<file path="src/rtl/xif_dummy_copro.sv">
// Integer coprocessor on the core's eXtension interface. It decodes custom-0 instructions,
// runs them through a fixed-latency pipeline and returns the results in order from a small FIFO.
module xif_dummy_copro #(
   parameter int          LATENCY = 2,
   parameter int          DEPTH   = 4,
   parameter logic [6:0]  OPCODE  = 7'h0B
) (
   input  logic             clk_i,
   input  logic             rst_i,
   input  logic             x_valid_i,
   output logic             x_ready_o,
   input  logic [31:0]      x_instr_i,
   input  logic [2:0][31:0] x_rs_i,
   input  logic [2:0]       x_rs_valid_i,
   output logic             x_accept_o,
   output logic             x_is_mem_op_o,
   output logic             x_writeback_o,
   output logic             x_rvalid_o,
   input  logic             x_rready_i,
   output logic [4:0]       x_rd_o,
   output logic [31:0]      x_data_o,
   output logic             x_dualwb_o,
   output logic             x_type_o,
   output logic             x_error_o
);

   localparam int CW = $clog2(DEPTH + 1);
   localparam int PW = (DEPTH > 1) ? $clog2(DEPTH) : 1;

   logic [6:0]    opc_s;
   logic [2:0]    f3_s;
   logic [4:0]    rd_s;
   logic          claim_s;
   logic [31:0]   res_s;
   logic          err_s;
   logic          ready_s;
   logic          fire_s;
   logic          acc_s;
   logic          pop_s;
   logic          wr_s;

   logic [LATENCY-1:0] pv_q;
   logic [4:0]         prd_q  [LATENCY];
   logic [31:0]        pdat_q [LATENCY];
   logic               perr_q [LATENCY];

   logic [4:0]    mrd_q  [DEPTH];
   logic [31:0]   mdat_q [DEPTH];
   logic          merr_q [DEPTH];
   logic [PW-1:0] wp_q, wp_d;
   logic [PW-1:0] rp_q, rp_d;
   logic [CW-1:0] fcnt_q, fcnt_d;
   logic [CW-1:0] out_q, out_d;

   logic unused_s;
   assign unused_s = ^{x_instr_i[31:15], x_rs_i[2], x_rs_valid_i[2]};

   // Decode and compute the result for the instruction currently offered
   always_comb begin
      opc_s   = x_instr_i[6:0];
      f3_s    = x_instr_i[14:12];
      rd_s    = x_instr_i[11:7];
      res_s   = 32'h0000_0000;
      err_s   = 1'b0;
      claim_s = 1'b0;
      case (f3_s)
         3'b000: begin res_s = x_rs_i[0] + x_rs_i[1]; claim_s = (opc_s == OPCODE); end
         3'b001: begin res_s = x_rs_i[0] - x_rs_i[1]; claim_s = (opc_s == OPCODE); end
         3'b010: begin res_s = x_rs_i[0] ^ x_rs_i[1]; claim_s = (opc_s == OPCODE); end
         3'b011: begin res_s = x_rs_i[0] * x_rs_i[1]; claim_s = (opc_s == OPCODE); end
         3'b100: begin
            if ($signed(x_rs_i[0]) > $signed(x_rs_i[1])) begin
               res_s = x_rs_i[0];
            end else begin
               res_s = x_rs_i[1];
            end
            claim_s = (opc_s == OPCODE);
         end
         3'b111: begin res_s = 32'h0000_0000; err_s = 1'b1; claim_s = (opc_s == OPCODE); end
         default: begin res_s = 32'h0000_0000; err_s = 1'b0; claim_s = 1'b0; end
      endcase
   end

   // Credits cover pipeline plus FIFO entries, so the FIFO can never overflow
   assign ready_s = (out_q < CW'(DEPTH)) && x_rs_valid_i[0] && x_rs_valid_i[1];
   assign fire_s  = x_valid_i && ready_s;
   assign acc_s   = fire_s && claim_s;
   assign pop_s   = (fcnt_q != {CW{1'b0}}) && x_rready_i;
   assign wr_s    = pv_q[LATENCY-1];

   assign x_ready_o     = ready_s;
   assign x_accept_o    = claim_s;
   assign x_writeback_o = claim_s;
   assign x_is_mem_op_o = 1'b0;
   assign x_dualwb_o    = 1'b0;
   assign x_type_o      = 1'b0;

   // Compute pipeline: valid bits reset, payload just shifts
   always_ff @(posedge clk_i) begin
      if (rst_i) begin
         pv_q <= '0;
      end else begin
         pv_q[0] <= acc_s;
         for (int i = 1; i < LATENCY; i++) begin
            pv_q[i] <= pv_q[i-1];
         end
      end
      prd_q[0]  <= rd_s;
      pdat_q[0] <= res_s;
      perr_q[0] <= err_s;
      for (int i = 1; i < LATENCY; i++) begin
         prd_q[i]  <= prd_q[i-1];
         pdat_q[i] <= pdat_q[i-1];
         perr_q[i] <= perr_q[i-1];
      end
   end

   // Next-state for FIFO pointers, FIFO fill level and outstanding credits
   always_comb begin
      wp_d   = wp_q;
      rp_d   = rp_q;
      fcnt_d = fcnt_q;
      out_d  = out_q;
      if (wr_s) begin
         wp_d = (wp_q == PW'(DEPTH - 1)) ? {PW{1'b0}} : wp_q + PW'(1);
      end else begin
         wp_d = wp_q;
      end
      if (pop_s) begin
         rp_d = (rp_q == PW'(DEPTH - 1)) ? {PW{1'b0}} : rp_q + PW'(1);
      end else begin
         rp_d = rp_q;
      end
      case ({wr_s, pop_s})
         2'b10:   fcnt_d = fcnt_q + CW'(1);
         2'b01:   fcnt_d = fcnt_q - CW'(1);
         default: fcnt_d = fcnt_q;
      endcase
      case ({acc_s, pop_s})
         2'b10:   out_d = out_q + CW'(1);
         2'b01:   out_d = out_q - CW'(1);
         default: out_d = out_q;
      endcase
   end

   // FIFO control state
   always_ff @(posedge clk_i) begin
      if (rst_i) begin
         wp_q   <= '0;
         rp_q   <= '0;
         fcnt_q <= '0;
         out_q  <= '0;
      end else begin
         wp_q   <= wp_d;
         rp_q   <= rp_d;
         fcnt_q <= fcnt_d;
         out_q  <= out_d;
      end
   end

   // FIFO storage, written as results leave the last pipeline stage
   always_ff @(posedge clk_i) begin
      if (wr_s) begin
         mrd_q[wp_q]  <= prd_q[LATENCY-1];
         mdat_q[wp_q] <= pdat_q[LATENCY-1];
         merr_q[wp_q] <= perr_q[LATENCY-1];
      end
   end

   // Head is forced to zero while the FIFO is empty
   always_comb begin
      x_rvalid_o = (fcnt_q != {CW{1'b0}});
      if (x_rvalid_o) begin
         x_rd_o    = mrd_q[rp_q];
         x_data_o  = mdat_q[rp_q];
         x_error_o = merr_q[rp_q];
      end else begin
         x_rd_o    = 5'd0;
         x_data_o  = 32'h0000_0000;
         x_error_o = 1'b0;
      end
   end

endmodule

</file>
<file path="config.mk">
export PLATFORM = sky130hd
export DESIGN_NAME = xif_dummy_copro
export DESIGN_NICKNAME = d
export VERILOG_FILES = /design/src/rtl/xif_dummy_copro.sv
export SDC_FILE = /design/constraint.sdc
export NUM_CORES = 2
export LEC_CHECK = 0
export ABC_AREA = 1
export BUFFER_PORTS_ARGS = -buffer_cell sky130_fd_sc_hd__buf_2
export CAP_MARGIN = 20
export CORE_ASPECT_RATIO = 0.5
export CORE_MARGIN = 5
export CORE_UTILIZATION = 42
export DETAILED_ROUTE_END_ITERATION = 16
export GPL_TIMING_DRIVEN = 0
export PLACE_DENSITY_LB_ADDON = 0.1
export RECOVER_POWER = 25
export SLEW_MARGIN = 20
export SYNTH_ARGS = -nofsm -noshare
export SYNTH_HDL_FRONTEND = slang
export SYNTH_SLANG_ARGS = --single-unit
</file>
<file path="constraint.sdc">
create_clock -name clk_i -period 8.4 [get_ports clk_i]
set_input_delay 0.42 -clock clk_i [delete_from_list [all_inputs] [get_ports clk_i]]
set_output_delay 0.42 -clock clk_i [all_outputs]
set_load 0.03 [all_outputs]
</file>
==> metrics.cfg <==
[grt]
met3_usage_pct=6.48
grt_pass1_vias=26300
grt.total_usage_pct=30.0
grt.busiest_layer=met2
grt_max_degree=28
use_met1_pct=42.4
antenna_found_initial=1
met2_usage_pct=46.6
grt_pass1_wl_um=171000
grt_overflow_total=0

[detailed_routing]
vias_per_cell=5.23
num_vias=26300
wire_per_inst_um=23.1
wirelength_um=116000
first_pass_iters=6
drtIter0Drc=2413
drc=0
ant_nets=0

[logic_synthesis]
synth.ff_latch_count=242
synth-async-reset-ratio_pct=0
yosys_warnings=0
dominantRegCellSynth=edfxtp_1
ys_top_cells_by_area=fa_1 (27%), edfxtp_1 (15%), inv_1 (11%)
synth_top_area_share_pct=27.4
synth_common_cells=inv_1 (916), nand2_1 (898), fa_1 (412)
synth_cells=3892
yosys.area_share.xor_xnor_pct=0.639
synth_edf_count=152
synth_top_family_by_area=adder cells
ys_types=59
synthMuxAreaShare_pct=0
synth_area_um2=30100
yosys.cell_count.top_type=inv_1
synth_compound_area_share_pct=9.74
synth_area_leader_cell=fa_1
ys_seq_area_share_pct=21.1
synth_fa_ha_area_share_pct=35.4
synth-simple-area-share_pct=18.8
synth_area_per_cell_um2=7.74

[sta]
fmax_mhz=122
finalSetupViolations=0
fin_ws_ns=0.232
rsz0062_at_grt=false
relSlewSlack_pct=19.1
drv_slew=0
post-route-min-period_ns=8.17
worstMarginPinSlew_ns=1.21
post-route-period-util_pct=97.2
hold_viol=0
finClkSkew_ns=0.0136

[layout]
final_net_count=4790
drive_gt1_share_pct=6.98
syn_to_final_growth_pct=9.15
stdcell_count=5026

[placement]
hpwl_um=93600
numPortBuffers=126
post-place-ws_ns=-0.248
dp_cells=4983
place_congestion=0.997

[worst_setup_path]
cpMostUsedCell=fa_1
arrival_ns=8.53
cp_cell_sequence=buf_2 > clkbuf_1 > clkbuf_1 > nand2_1 > inv_1 > fa_1 > fa_1 > fa_1 > inv_1 > fa_1 > inv_1 > fa_1 > ha_1 > fa_1 > fa_1 > ha_1 > a21oi_1 > o21ai_0 > a21oi_1 > nand3_1 > o21ai_0 > o211ai_1 > nor2_1 > nand2_1
end_kind=flop
crit_path_top_delay_cell=clkbuf_1
slowest_delay_ns=0.79
worst_setup_path_start_kind=primary input
path_max_fanout=10
crit_type=in -> reg
required_ns=8.76
path_buf_inv=6
path_delay_family=adder cells

[job]
max_cap_violations=0

[cts]
cts-htree-levels=1
root_buffer=clkbuf_16
cts_setup_buffers=0
cts_buffers=23
cts_hold_buf=0
tritoncts=done
clk_latency_ns=0.49
path_clk_slew_ns=0.06
clk_path_buf_depth=3
ctsResizeCount=0
cts_num_sinks=242

[run_status]
status=complete, no violations

[die]
die_area_um2=77500
initial_core_util_pct=42.4
die_h_um=199
core_um2=71100
die_x_um=389
core.rowCount=69
io_pins=180

[worst_hold_path]
worstHoldPathType=in -> reg

[per-stage QoR]
step	area (um^2)	utilization, %	hold WS, ns	TNS (ns)
after global routing	32900	46.3	0.00667	0
after floorplan	30100	-	0.310	0
after detailed placement	32100	45.2	0.312	-1.70
after CTS	32900	46.3	0.00392	0
after global placement	32000	45.0	0.310	-3.17
final	32900	46.3	0.0268	0
[layer usage]
metal	share of wire [%]	vias up	routed length (um)
met2	43	1137	49800
met3	9.8	160	11400
met4	3.4	0	3970
met5	0	-	0
met1	44	12900	50900
li1	-	12100	-
[cell usage in the layout (no fill, tap or decap), types with 15 or more instances in the layout]
cell       count
nand3_1      122
clkbuf_1     117
dfxtp_1       90
buf_2        154
nor3_1        22
nand2_1      898
o21ai_0      176
clkbuf_16     24
nor2_1       289
o211ai_1      24
buf_1         20
edfxtp_1     152
fa_1         412
o21ai_1       20
o211ai_2      20
nand4_1       24
inv_1        912
o21bai_1      15
ha_1         193
a21oi_1      194
[worst paths after layout]
| check | slack [ns] | cells past startpoint | start | to |
|---|---|---|---|---|
| worst max register to register | 6.33 | 8 | fcnt_q[0] | fcnt_q[1] |
| worst min-delay path | 0.03 | 1 | x_instr_i[11] | prd_q[0][4] |
| worst max-delay path | 0.23 | 24 | x_rs_i[39] | pdat_q[0][21] |
| worst min register to register | 0.32 | 0 | pdat_q[0][18] | pdat_q[0][50] |
[flip-flops by register name, indices dropped and copies added, names as in the netlist, named ones only]
signal and cells:
mdat_q 128, pdat_q 64, mrd_q 20, prd_q 10, merr_q 4, fcnt_q 3
out_q 3, perr_q 2, pv_q 2, rp_q 2, wp_q 2
[cell type report]
type                    count  area, um^2
diodes                      2        5.00
plain buffers             186         835
clock buffers              29         629
clock inverters            12         166
fillers                  7298       38200
inverters                 927        3480
multi-input cells        2538       19500
flip-flops and latches    242        6370
well taps                 958        1200
repair buffers            132         743
[cells by family (layout without fill, tap and decap cells)]
| kind of cell | after synthesis | after routing |
|---|---|---|
| buffers and inverters | 1114 | 1286 |
| adders and majority gates | 605 | 605 |
| AOI/OAI and AO/OA | 507 | 507 |
| xor gates and xnor gates | 22 | 22 |
| and+or+nand+nor | 1401 | 1401 |
| DFF | 242 | 242 |
| other | 1 | 5 |
[worst reg2reg max path, stage by stage (launching register included)]
cell	delay [ns]
dfxtp_1	0.33
nor3_1	0.37
inv_1	0.10
nand2_1	0.14
inv_1	0.11
ha_1	0.20
inv_1	0.10
fa_1	0.42
a211oi_1	0.22
Power is not shown: default switching activity piles up to over one toggle a cycle in this logic, so the estimate is an artifact.
